[src/rtl/redmule_w_loader.sv]
// Producer-side sequencer for the RedMulE W buffer: streams W rows (or dequant scale
// vectors) into the buffer one tile at a time, pads short tiles and tracks group indices.
module redmule_w_loader #(
    parameter int unsigned DW        = 288,
    parameter int unsigned FpFormat  = 2,
    parameter int unsigned Height    = 4,
    parameter int unsigned GID_WIDTH = 16,
    parameter int unsigned KW        = 16,
    localparam int unsigned BITW = (FpFormat == 0) ? 32 :
                                   (FpFormat == 1) ? 64 :
                                   (FpFormat == 2) ? 16 :
                                   (FpFormat == 4) ? 16 : 8,
    localparam int unsigned D    = DW / BITW,
    localparam int unsigned NCW  = $clog2(D) + 1,
    localparam int unsigned HW   = $clog2(Height) + 1,
    localparam int unsigned GIDW = $clog2(GID_WIDTH)
) (
    input  logic            clk_i,
    input  logic            rst_ni,
    input  logic            clear_i,
    input  logic            start_i,
    input  logic [KW-1:0]   k_rows_i,
    input  logic [NCW-1:0]  n_cols_i,
    input  logic            dequant_i,
    input  logic [KW-1:0]   group_size_i,
    input  logic            w_valid_i,
    output logic            w_ready_o,
    input  logic [DW-1:0]   w_data_i,
    input  logic            refill_i,
    output logic            load_o,
    output logic [DW-1:0]   w_data_o,
    output logic [NCW-1:0]  width_o,
    output logic [HW-1:0]   height_o,
    output logic            dequant_o,
    output logic [GIDW-1:0] next_gidx_o,
    output logic            busy_o,
    output logic            tile_done_o,
    output logic            done_o
);

    typedef enum logic [2:0] {
        S_IDLE,
        S_LOAD,
        S_GAP,
        S_WAIT_REFILL,
        S_DONE
    } state_t;

    localparam logic [HW-1:0]  H_FULL   = HW'(Height);
    localparam logic [HW-1:0]  ROW_LAST = HW'(Height - 1);
    localparam logic [NCW-1:0] D_MAX    = NCW'(D);

    state_t          r_state;
    logic [HW-1:0]   r_row;
    logic [HW-1:0]   r_height;
    logic [KW-1:0]   r_rem;
    logic [KW-1:0]   r_grp;
    logic [KW-1:0]   r_gsize;
    logic [GIDW-1:0] r_gidx;
    logic [NCW-1:0]  r_width;
    logic            r_dequant;

    logic w_in_load;
    logic w_real;
    logic w_adv;
    logic w_last;

    function automatic logic [HW-1:0] tile_height(input logic [KW-1:0] rows);
        return (rows >= KW'(Height)) ? H_FULL : rows[HW-1:0];
    endfunction

    // Nothing is strobed in a clear cycle, so the buffer never sees a half-accepted beat.
    assign w_in_load = (r_state == S_LOAD) && !clear_i;
    assign w_real    = (r_row < r_height);
    assign w_adv     = w_real ? w_valid_i : 1'b1;
    assign w_last    = (r_row == ROW_LAST);

    assign w_ready_o   = w_in_load && w_real && w_valid_i;
    assign load_o      = w_in_load && w_adv;
    assign w_data_o    = (w_in_load && w_real) ? w_data_i : '0;
    assign next_gidx_o = (load_o && r_dequant) ? r_gidx : '0;
    assign width_o     = r_width;
    assign height_o    = r_height;
    assign dequant_o   = r_dequant;
    assign busy_o      = (r_state != S_IDLE);
    assign tile_done_o = (r_state == S_GAP) && !clear_i;
    assign done_o      = (r_state == S_DONE) && !clear_i;

    always_ff @(posedge clk_i or negedge rst_ni) begin
        if (!rst_ni) begin
            r_state   <= S_IDLE;
            r_row     <= '0;
            r_height  <= '0;
            r_rem     <= '0;
            r_grp     <= '0;
            r_gsize   <= '0;
            r_gidx    <= '0;
            r_width   <= '0;
            r_dequant <= 1'b0;
        end else if (clear_i) begin
            r_state   <= S_IDLE;
            r_row     <= '0;
            r_height  <= '0;
            r_rem     <= '0;
            r_grp     <= '0;
            r_gsize   <= '0;
            r_gidx    <= '0;
            r_width   <= '0;
            r_dequant <= 1'b0;
        end else begin
            case (r_state)
                S_IDLE: begin
                    if (start_i) begin
                        r_state   <= S_LOAD;
                        r_rem     <= k_rows_i;
                        r_row     <= '0;
                        r_grp     <= '0;
                        r_gidx    <= '0;
                        r_height  <= tile_height(k_rows_i);
                        r_width   <= (n_cols_i > D_MAX) ? D_MAX : n_cols_i;
                        r_dequant <= dequant_i;
                        r_gsize   <= group_size_i;
                    end
                end
                S_LOAD: begin
                    if (w_adv) begin
                        if (w_last) begin
                            r_row   <= '0;
                            r_state <= S_GAP;
                        end else begin
                            r_row <= r_row + 1'b1;
                        end
                        // Group tracking by wrap counter avoids a row/group_size divider.
                        if (w_real) begin
                            r_rem <= r_rem - 1'b1;
                            if (r_grp == r_gsize - 1'b1) begin
                                r_grp  <= '0;
                                r_gidx <= r_gidx + 1'b1;
                            end else begin
                                r_grp <= r_grp + 1'b1;
                            end
                        end
                    end
                end
                S_GAP: begin
                    r_state <= (r_rem == '0) ? S_DONE : S_WAIT_REFILL;
                end
                S_WAIT_REFILL: begin
                    if (refill_i) begin
                        r_height <= tile_height(r_rem);
                        r_state  <= S_LOAD;
                    end
                end
                S_DONE: begin
                    r_state <= S_IDLE;
                end
                default: begin
                    r_state <= S_IDLE;
                end
            endcase
        end
    end

endmodule

[config.mk]
export PLATFORM = sky130hd
export DESIGN_NAME = redmule_w_loader
export DESIGN_NICKNAME = d
export VERILOG_FILES = /design/src/rtl/redmule_w_loader.sv
export SDC_FILE = /design/constraint.sdc
export NUM_CORES = 1
export LEC_CHECK = 0
export CAP_MARGIN = 10
export CORE_AREA = 2 2 252 254
export DETAILED_ROUTE_END_ITERATION = 6
export DIE_AREA = 0 0 254 256
export PLACE_DENSITY = 0.33
export SYNTH_ARGS = -nofsm -noshare
export SYNTH_HDL_FRONTEND = slang
export SYNTH_SLANG_ARGS = --single-unit
[constraint.sdc]
create_clock -name clk_i -period 3.1 [get_ports clk_i]
set_clock_uncertainty 0.1 [all_clocks]
set_input_delay 0.775 -clock clk_i [delete_from_list [all_inputs] [get_ports clk_i]]
set_output_delay 0.775 -clock clk_i [all_outputs]
set_load 0.005 [all_outputs]
Word level (Yosys, flattened, before mapping)
Index checks and enable logic that the tools add are counted.
Widths: inputs -> output; s select.
{ "word_totals": {"word_cells": 99, "in_bits": 333, "reg_bits": 68} }
{ "op_classes": {"n_lt_le_gt_ge": 4, "eq_ne": 12, "muxes": 48, "addsub": 5, "n_reduce_logical": 21} }
{ "op_table": {"columns": ["cell", "count"], "rows": [
  ["$mux 288", 1],
  ["$mux 16", 12],
  ["$pmux 16 s2", 2],
  ["$mux 3", 15],
  ["$ge 16x3->1 const B", 2],
  ["$sub 16x1->16 const B", 2],
  ["$mux 4", 6],
  ["$mux 6", 4],
  ["$add 16x1->16 const B", 1],
  ["$eq 16x16->1", 1],
  ["$logic_not 16->1", 1],
  ["$ne 3x3->1 const B", 5],
  ["$pmux 3 s2", 2],
  ["$pmux 3 s4", 1],
  ["$eq 3x2->1 const B", 3],
  ["$reduce_bool 3->1", 3],
  ["$pmux 4 s2", 1],
  ["$reduce_and 4->1", 2],
  ["$logic_and 1x1->1", 7],
  ["$gt 6x5->1 const B", 1],
  ["$reduce_and 3->1", 2],
  ["$reduce_and 5->1", 1],
  ["$add 4x1->4 const B", 1],
  ["$mux 1", 4],
  ["other kinds (9)", 10]
]} }

Depth between registers and ports, before layout
{ "depth": {"depth_word": 7, "mapped_depth": 11, "ltp_nobuf": 10} }

Least setup slack after synthesis
Ideal clock, no wire load.
{ "synth_path": {"path_kind": "reg2reg", "start": "register r_gsize[0]", "end": "register r_gidx[2]", "path_slack_ns": -0.024, "path_stages_with_launch": 11, "arrival_ns": 2.958, "path_buffers": 0, "setup_ns": 0.066, "synth_period_minus_slack_ns": 3.124, "path_cell_list": "dfrtp_1 -> inv_1 -> ha_1 -> or4b_4 -> or4b_1 -> nand3_1 -> a31oi_1 -> a2111oi_2 -> a21oi_2 -> or4b_1 -> nand2_1"} }
{ "synth_via": {"elab_chain_len": 4} }
{ "synth_lines": {"columns": ["item", "line_no", "source"], "rows": [
  ["start, declared", "58", "logic [KW-1:0] r_gsize;"],
  ["start signal, assigned", "122", "r_gsize <= group_size_i;"],
  ["$sub 16x1->16", "136", "if (r_grp == r_gsize - 1'b1) begin"],
  ["$eq 16x16->1", "136", null],
  ["$ne 3x2->1 (no source line)", null, null],
  ["$reduce_and 5->1 (no source line)", null, null],
  ["end signal, assigned", "138", "r_gidx <= r_gidx + 1'b1;"],
  ["end, declared", "59", "logic [GIDW-1:0] r_gidx;"]
]} }
Every way passes these cells.
A chain may end at the register's enable or synchronous reset.

Final worst setup path
{ "layout_path": {"start": "register r_height[1] (netlist: height_o[1])", "end": "output w_data_o[251]"} }
{ "layout_via": {"elab_chain_len": 3} }
{ "layout_lines": {"columns": ["item", "line_no", "source"], "rows": [
  ["start, declared", "55", "logic [HW-1:0] r_height;"],
  ["start signal, assigned", "119", "r_height <= tile_height(k_rows_i);"],
  ["start signal, assigned", "150", "r_height <= tile_height(r_rem);"],
  ["$lt 3x3->1", "74", "assign w_real = (r_row < r_height);"],
  ["$logic_and 1x1->1", "80", "assign w_data_o = (w_in_load && w_real) ? w_data_i : '0;"],
  ["$mux 288", "80", null],
  ["end, declared", "31", "output logic [DW-1:0] w_data_o,"]
]} }
Every way passes these cells.

==> impl_metrics.csv <==
group,metric,value,unit
outcome,status,"finished with violations",
outcome,violations,"setup timing",
placed_design,dp.final_hpwl,64.8,mm
synth,syn_avg_cell_area,7.43,µm²
power,power_frac_seq,16.1,%
timing,tightest_slew,616,ps
timing,post-route-period-util,114,%
min_path,hold_class,"in -> async",
timing,period_minus_slack,3530,ps
die,start_util,9.74,%
worst_setup_path,r2r_end,"r_gidx[2]",
placed_design,io_buffers,639,
detailed_routing,dr.pass1.iters,5,
cells_and_area,nNetsFinal,1967,
synth,synthTopCellsByArea,"and2_1 30%, dfrtp_1 28%, o21ai_0 4.4%",
synth,synth.distinct_cells,56,
synth,seq_area_frac_synth,28.0,%
power,p_int,4710,µW
cts,cts_buffers,9,
worst_setup_path,critPathArrivalTime,2650,ps
grt,grt_use_met2,39.7,%
synth,syn-cell-area,6080,µm²
cells_and_area,layout_common_cells,"342 x clkdlybuf4s50_1, 228 x buf_6, 187 x and2_4",
worst_setup_path,cp-start-kind,"flop",
grt,grtUsageMet1,25.0,%
cts,clock-sinks,68,
die,die_h,256,µm
cells_and_area,nFillCells,6861,
timing,max_freq,284,MHz
worst_setup_path,path_class,"reg -> out",
die,ios,640,
cells_and_area,final_core_util,26.9,%
die,die_area,65000,µm²
synth,netlist.area_leader.share,30.0,%
synth,synth_cells,818,
timing,rsz0062_at_grt,"yes",
cts,cts_buffer_depth,2,
synth,yosys_warnings,0,
worst_setup_path,path_max_fanout,7,
timing,slew_violations,0,
grt,use_met3,7.95,%
cells_and_area,final_common_cell,"clkdlybuf4s50_1",
worst_setup_path,r2r_setup_slack,-40,ps
synth,synth-main-ff-cell,"dfrtp_1",
placed_design,finalWeightedCongestion,1.15,
cts,path_clk_slew,70,ps
detailed_routing,ant_nets,0,
grt,grt_max_degree,69,
detailed_routing,vias,9444,
cts,htreeDepth,3,
grt,busiest_layer,"met2",
cts,cts_tree,"yes",
detailed_routing,wl_per_cell,30.1,µm
detailed_routing,post-route-drc-count,0,
synth,synth_area_leader_cell,"and2_1",
timing,final_hold_viol_count,0,
power,p_comb_share,69.3,%
power,power.switching,2930,µW
detailed_routing,viasPerCell,3.80,
die,rows,92,
die,core-area,62400,µm²
power,cellLeakagePower,0.00774,µW
worst_setup_path,r2r_start,"r_gsize[5]",
cells_and_area,drive_gt1_share,43.9,%
power,peakVddDrop,0.205,mV
grt,grt_usage,21.7,%
synth,synth-edff-count,0,
cells_and_area,area_delta_synth_final,176,%
synth,postSynth.asyncResetShare,100,%
detailed_routing,wl,74.8,mm
power,p_per_area,455,nW/µm²
run,max_cap_viol_count,0,
synth,syn-num-nets,1159,
worst_setup_path,worst_r2r_path_depth,9,
worst_setup_path,end_kind,"output port",
timing,setup_viol,269,
die,die_x,254,µm
synth,synth_seq_cells,68,
power,power.share.switching,38.3,%
cts,clockRootBuffer,"clkbuf_16",
grt,grt_pass1_vias,9150,
timing,layout_setup_ws,-426,ps
power,clkPwrFrac,14.6,%
cts,clock_latency,350,ps
grt,grt_pass1_wl,92.8,mm
grt,grt-ovfl-total,0,
placed_design,dp_slack,-712,ps
worst_setup_path,worst-endpoint-required,2220,ps
timing,slew_headroom,58.6,%
grt,antenna_found_initial,69,
detailed_routing,drt_iter0_markers,435,
[per-layer routing]
layer | share of wire (%) | wire length, µm | vias up
met5 | 0.41 | 310 | -
met4 | 1.1 | 828 | 50
met3 | 8.3 | 6190 | 119
met2 | 51 | 38500 | 384
met1 | 39 | 29000 | 4549
li1 | - | - | 4342
[repair_timing]
item	CTS	global route
endpoints found under the hold margin	0	0
cloned	12	17
setup endpoints to repair	310	311
resized for setup	594	903
pin swaps	3	92
buffers inserted	18	88
hold buffers	0	0
[cell families (layout without fill, tap and decap cells)]
family | count (synthesis) | after routing | share of synthesized area [%]
buf+inv | 67 | 880 | 4.16
simple gates | 523 | 523 | 49.3
xor+xnor | 27 | 27 | 3.89
mux | 2 | 2 | 0.329
flops | 68 | 68 | 28.0
other cells | 0 | 10 | 0
compound gates | 123 | 123 | 12.7
fa+ha+maj | 8 | 8 | 1.65
[layout make-up]
type                    instances  area, µm²  share of cell area [%]
well taps                     846       1060                    6.30
flip-flops and latches         68       1700                    10.1
multi-input cells             683       4650                    27.7
repair buffers                855       9020                    53.7
diodes                         10       25.0                   0.149
inverters                       9       33.8                   0.201
clock buffers                  10        239                    1.42
clock inverters                 6       71.3                   0.424
[critical path, cell delays in order, from the launching register on]
cell	delay [ps]
dfrtp_1	340
inv_1	50
ha_1	280
a21o_1	200
a21o_1	220
nor2_4	120
buf_6	140
buf_12	110
buf_12	100
buf_12	100
buf_12	100
buf_8	110
buf_6	100
buf_6	90
and2_4	130
buf_6	100
[stage by stage]
stage	setup TNS, ps	std cells	hold slack [ps]	area, µm²	total power [µW]
2_1_floorplan	0	818	361	6080	2690
3_3_place_gp	-177730	2338	378	14400	5220
3_5_place_dp	-172460	2338	373	14400	5220
4_1_cts	-100850	2384	368	15300	6780
5_1_grt	-80540	2477	368	16800	8110
6_report	-50570	2487	348	16800	7650
[cell usage after synthesis (2+ instances only)]
master / count
a21o_1: 6
nor3b_1: 7
xor2_1: 11
o21a_1: 2
and3_1: 13
buf_1: 2
o31a_1: 2
nand2_1: 55
a31oi_1: 3
nand3b_1: 6
nor2_1: 63
inv_1: 9
a32oi_1: 2
nand4b_1: 2
clkbuf_1: 55
nor3_1: 20
xnor2_1: 16
a21oi_1: 20
o211ai_1: 2
or4_1: 3
dfrtp_1: 68
nor4_1: 11
o31ai_1: 7
mux2i_1: 2
or3_1: 4
o21ai_0: 54
and2_1: 292
a22o_1: 3
or2_2: 3
nor2b_1: 5
ha_1: 8
nand3_1: 10
a211oi_1: 2
o311ai_0: 2
nand2b_1: 21
a22oi_1: 6
or4b_1: 2
[sequential cells by signal, indices dropped and copies added, names as in the netlist, 3 cells and up]
signal    cells
r_rem        16
r_gsize      16
r_gidx        4
r_state       3
width_o       6
r_grp        16
r_row         3
height_o      3
[how the worst max path moves through the flow]
stage / startpoint / endpoint / cells past startpoint
floorplan: r_gsize[0] / r_gidx[2] / 10
global placement: clear_i / w_data_o[54] / 7
detailed placement: clear_i / w_data_o[205] / 7
CTS: height_o[1] / w_data_o[46] / 10
global route: height_o[1] / w_data_o[251] / 15
finish: height_o[1] / w_data_o[251] / 15
[power by group through the flow]
stage | registers [µW] | logic, µW | clock network (µW)
detailed placement | 1240 | 3980 | 0
global route | 1260 | 5650 | 1200
global placement | 1240 | 3980 | 0
CTS | 1230 | 4390 | 1160
floorplan | 1210 | 1480 | 0
finish | 1230 | 5300 | 1120
(Power assumes the default switching activity.)
==> RTL change 1: new RTL, same flow settings <==
The 5 states of `state_t` get a one-hot encoding in 5 bits.
--- a/src/rtl/redmule_w_loader.sv
+++ b/src/rtl/redmule_w_loader.sv
@@ -40,8 +40,8 @@
 
-    typedef enum logic [2:0] {
-        S_IDLE,
-        S_LOAD,
-        S_GAP,
-        S_WAIT_REFILL,
-        S_DONE
+    typedef enum logic [4:0] {
+        S_IDLE        = 5'b00001,
+        S_LOAD        = 5'b00010,
+        S_GAP         = 5'b00100,
+        S_WAIT_REFILL = 5'b01000,
+        S_DONE        = 5'b10000
     } state_t;
Behaviour: no difference found for any inputs over 4 cycles, from zero or initial values and one cycle with rst_ni low; so few cycles prove little.
==> RTL change 1 against the original RTL <==
The flow still finishes with violations (setup timing); first-iteration DRC count is 4.6% higher; clock power increased by 6%; synthesized area grew 4.0%; global-route usage shrank 0.17 points; sequential cell count is 2 higher; via count up 2.6%; maximum frequency up 7.4%; worst setup slack better by 240 ps; core utilization is 0.92 points higher; critical path depth shrank 2; cell area grew 3.4%; die area unchanged; total power fell by 30%; wire length shrank 2.7%; largest power group unchanged; highest routed layer unchanged.
==> RTL change 1: results (changes against the original RTL) <==
[layout]
fill_cells=6829  ; -0.47%
drive_above_1_share_pct=47.0  ; +3.1 points
reg_top3=r_grp x16, r_gsize x16, r_rem x16
fin_nets=1980  ; +0.66%

[timing]
slew_headroom_pct=40.7  ; -18 points
setup_ws_ps=-182  ; +243 ps
setup_viol=196  ; -27%

[critical_path]
crit_fanout=5  ; -2
max_stage_delay_ps=250  ; -90 ps
worstPathRequired_ps=2220  ; about the same
slowest_stage=or2_4

[global_route]
antenna_found_initial=50  ; -28%
grt.total_usage_pct=21.6  ; -0.17 points
grt_pass1_wl_um=93600  ; +0.83%
grt_pass1_vias=10136  ; +11%
grt_max_degree=41  ; -41%
use_met1_pct=24.6  ; -0.40 points
use_met3_pct=6.98  ; -0.98 points
grt_util_met2_pct=37.5  ; -2.2 points

[power]
ir_worst_vdd_v=0.000288  ; +41%
p_leak_nw=7.67  ; -0.85%

[clock_network]
clk_latency_ps=350  ; about the same
root_buffer=clkbuf_16
path_clk_slew_ps=60
cts_buffers=9  ; unchanged
clockBufferDepth=2  ; unchanged
htree_num_levels=3  ; unchanged

[yosys]
yosys-top-cells-count=and2_1 (290), dfrtp_1 (69), nand2_1 (58)
ys_seq_area_share_pct=27.7  ; -0.26 points
ys.flop_type=dfrtp_1
yosys_warnings=0  ; unchanged
synthTopCellsByArea=and2_1 (29%), dfrtp_1 (27%), o21ai_0 (4.5%)
syn_nets=1200  ; +3.5%
async_flop_share_pct=100  ; unchanged
synth_edf_count=0  ; unchanged
ys_types=58  ; +3.6%

[outcome]
status=finished, violations left
violations=setup timing

[min_path]
hp-class=input pin to asynchronous set/reset pin

[routing]
dr.pass1.iters=4  ; -1
first_iter_violations=455  ; +4.6%
via_per_inst=3.86  ; +1.7%
wl_per_cell_um=29.0  ; -3.5%

[place]
place.gp.congestion=0.942  ; -18%
hpwl_um=59800  ; -7.7%
numPortBuffers=639  ; unchanged

RTL change 1: where the power goes:
group          switching [W]  internal (W)
Clock               0.000423      0.000770
Sequential          0.000174       0.00107
Combinational        0.00138       0.00151
Total                0.00197       0.00335
RTL change 1: stage by stage:
| stage | util (%) | instance area [µm²] | setup TNS, ps | setup WS [ps] | std cells |
|---|---|---|---|---|---|
| 2_1_floorplan | - | 6360 | 0 | 8.65 | 859 |
| 3_3_place_gp | 23.5 | 14600 | -229990 | -910 | 2364 |
| 3_5_place_dp | 23.5 | 14600 | -230410 | -950 | 2364 |
| 4_1_cts | 27.4 | 17100 | -60590 | -443 | 2497 |
| 5_1_grt | 27.8 | 17400 | -36550 | -264 | 2505 |
| 6_report | 27.9 | 17400 | -15550 | -182 | 2507 |
RTL change 1: layer usage:
metal | vias to the layer above | routed length, µm
met2 | 505 | 36500
met1 | 4631 | 28800
li1 | 4458 | -
met3 | 90 | 5830
met5 | - | 13
met4 | 2 | 1550
RTL change 1: logic make-up after synthesis:
logic type	share of synthesized area, %
fa+ha+maj	1.58
compound gates	13.1
buf+inv	5.52
simple gates	48.2
flops	27.7
xor+xnor	2.91
mux	0.950
RTL change 1: what timing repair did:
item,CTS,global route
buffers inserted,103,27
cloned,27,1
resized for setup,1585,213
hold buffers,0,0
pin swaps,80,85
setup endpoints to repair,296,313
endpoints found under the hold margin,0,0
RTL change 1: final timing paths:
kind / startpoint / endpoint / slack (ps) / cells after the start
worst min register to register: r_rem[14] / r_rem[14] / 380 / 2
worst max register to register: r_gsize[0] / r_gidx[1] / 180 / 10
worst min-delay path: rst_ni / width_o[5] / 260 / 1
min in group clk_i: r_rem[14] / r_rem[14] / 380 / 2
worst max-delay path: clear_i / w_data_o[6] / -180 / 13
max in group asynchronous: rst_ni / r_state[0] / 1960 / 2
RTL change 1: worst max-delay path: cells and delay by family:
kind / cells / cell delay (ps)
buf+inv: 8 / 870
simple gates: 5 / 750
RTL change 1: layout make-up:
cell class / instances / share of cell area [%]
well taps: 846 / 6.09
repair buffers: 835 / 52.7
flip-flops and latches: 70 / 10.1
inverters: 21 / 0.454
clock buffers: 13 / 1.56
multi-input cells: 702 / 28.5
diodes: 17 / 0.245
clock inverters: 3 / 0.374
==> RTL change 2: new RTL, same settings <==
Made on the original files. Change the parameter `KW` from 16 to 8.
--- a/src/rtl/redmule_w_loader.sv
+++ b/src/rtl/redmule_w_loader.sv
@@ -7,3 +7,3 @@
     parameter int unsigned GID_WIDTH = 16,
-    parameter int unsigned KW        = 16,
+    parameter int unsigned KW        = 8,
     localparam int unsigned BITW = (FpFormat == 0) ? 32 :
Interface: changed (resized group_size_i and k_rows_i); port bits go from 640 to 624. The function was not compared with the original's and may differ.
==> RTL change 2 against the original RTL <==
The run still ends with setup timing left; global-route usage shrank 1.3 points; wire length decreased by 5.4%; worst setup slack improved by 250 ps; critical path depth down 4; first-iteration DRC count decreased by 27%; synthesized area decreased by 25%; sequential cell count down 24; cell area is 8.3% lower.
Power is not compared: it rests on default switching activity, and its combinational part moved more than twofold at a synthesized area within 25%.
==> RTL change 2: results (changes against the original RTL) <==
[outcome]
status=finished, violations left
violations=setup timing

[power]
p_leak_nw=6.99
ir_worst_vdd_v=0.000149

[clock_network]
htree_num_levels=2  ; -1
cts_buffers=5  ; -4
clk_latency_ps=290  ; -60 ps

[routing]
first_iter_violations=316  ; -27%
vias=7642  ; -19%
dr.pass1.iters=6  ; +1
routed_wl_um=70800  ; -5.4%
via_per_inst=3.40  ; -10%

[global_route]
grt.total_usage_pct=20.5  ; -1.3 points
grt_pass1_vias=7575  ; -17%
grt_pass1_wl_um=85400  ; -8.0%
grt_max_degree=37  ; -46%
antenna_found_initial=37  ; -46%

[critical_path]
max_stage_delay_ps=270  ; -70 ps
r2r_slack_ps=300  ; +340 ps
crit_fanout=5  ; -2
slowest_stage=nor2_4
worstPathArrival_ps=2400  ; -250 ps

[yosys]
yosys-top-cells-count=and2_1 (292), dfrtp_1 (44), clkbuf_1 (43)
synth.avg_cell_area_um2=7.29  ; -1.9%
yosys_warnings=0  ; unchanged
syn_nets=953  ; -18%
synthTopCellsByArea=and2_1 (40%), dfrtp_1 (24%), clkbuf_1 (3.5%)
ys_seq_area_share_pct=24.0  ; -3.9 points
async_flop_share_pct=100  ; unchanged
ys_types=51  ; -8.9%

[layout]
reg_top3=r_grp x8, r_gsize x8, r_rem x8
drive_above_1_share_pct=50.6  ; +6.7 points
fin_nets=1718  ; -13%
fill_cells=6892  ; +0.45%

[place]
hpwl_um=60400  ; -6.7%
numPortBuffers=623  ; -2.5%
dp.cells=2133  ; -8.8%
place.gp.congestion=0.929  ; -19%

[timing]
setup_viol=191  ; -29%
tightest_slew_ps=528  ; -88.5 ps
setup_ws_ps=-177  ; +248 ps

[RTL change 2: layer usage]
layer | part of all wire (%) | up-vias | global-route usage (%) | wire length, µm
li1 | - | 3583 | - | -
met1 | 44 | 3595 | 26.8 | 31100
met2 | 45 | 395 | 32.5 | 31500
met3 | 10 | 59 | 7.86 | 7100
met4 | 1.4 | 10 | 2.75 | 983
met5 | 0.10 | - | 0 | 72
[RTL change 2: cell type report]
cell class / instances / area share [%]
multi-input cells: 528 / 25.3
clock inverters: 2 / 0.227
well taps: 846 / 6.87
inverters: 11 / 0.268
flip-flops and latches: 44 / 7.15
repair buffers: 803 / 59.2
clock buffers: 6 / 0.837
diodes: 8 / 0.130
[RTL change 2: path summary, 6_finish.rpt]
| check | startpoint | endpoint | cells after the start |
|---|---|---|---|
| worst min register to register | width_o[1] | width_o[1] | 2 |
| worst max register to register | r_gsize[0] | r_gidx[2] | 9 |
| min in group clk_i | width_o[1] | width_o[1] | 2 |
| worst min-delay path | rst_ni | r_grp[7] | 1 |
| max in group asynchronous | rst_ni | r_rem[5] | 2 |
| worst max-delay path | clear_i | w_data_o[246] | 11 |
[RTL change 2: cells by family (layout without fill, tap and decap cells)]
kind of cell	count (synthesis)	after routing	share of synthesized area, %
xor gates and xnor gates	12	12	2.30
buffers and inverters	56	822	4.75
other	0	8	0
DFF	44	44	24.0
adders and majority gates	8	8	2.19
muxes	2	2	0.464
AOI/OAI and AO/OA	86	86	12.2
and+or+nand+nor	420	420	54.1
[RTL change 2: worst max-delay path: cells and delay by family]
family                 cells  cell delay (ps)
buffers and inverters      7              890
and+or+nand+nor            4              720
[RTL change 2: power groups by stage]
stage	clock (W)	combinational (W)	sequential [W]
2_1_floorplan	0	0.000297	0.000653
3_3_place_gp	0	0.00131	0.000664
3_5_place_dp	0	0.00129	0.000664
4_1_cts	0.000662	0.00140	0.000653
5_1_grt	0.000686	0.00170	0.000658
6_report	0.000627	0.00160	0.000652
[RTL change 2: repair_timing]
action	4_1_cts	5_1_grt
hold endpoints to repair	0	0
pin swaps	13	82
gates resized for setup	487	917
hold buffers	0	0
endpoints found under the setup margin	296	295
cloned	11	14
setup buffers	25	64
[RTL change 2: metrics by stage]
| stage | setup TNS (ps) | cell area, µm² | worst slack, ps | util, % | hold slack (ps) |
|---|---|---|---|---|---|
| after floorplan | -2570 | 4590 | -12.8 | - | 366 |
| after global placement | -220400 | 12900 | -943 | 20.7 | 372 |
| after detailed placement | -224980 | 12900 | -943 | 20.7 | 380 |
| after CTS | -78880 | 13700 | -448 | 21.9 | 301 |
| after global routing | -43310 | 15400 | -295 | 24.7 | 328 |
| final | -16170 | 15400 | -177 | 24.7 | 293 |
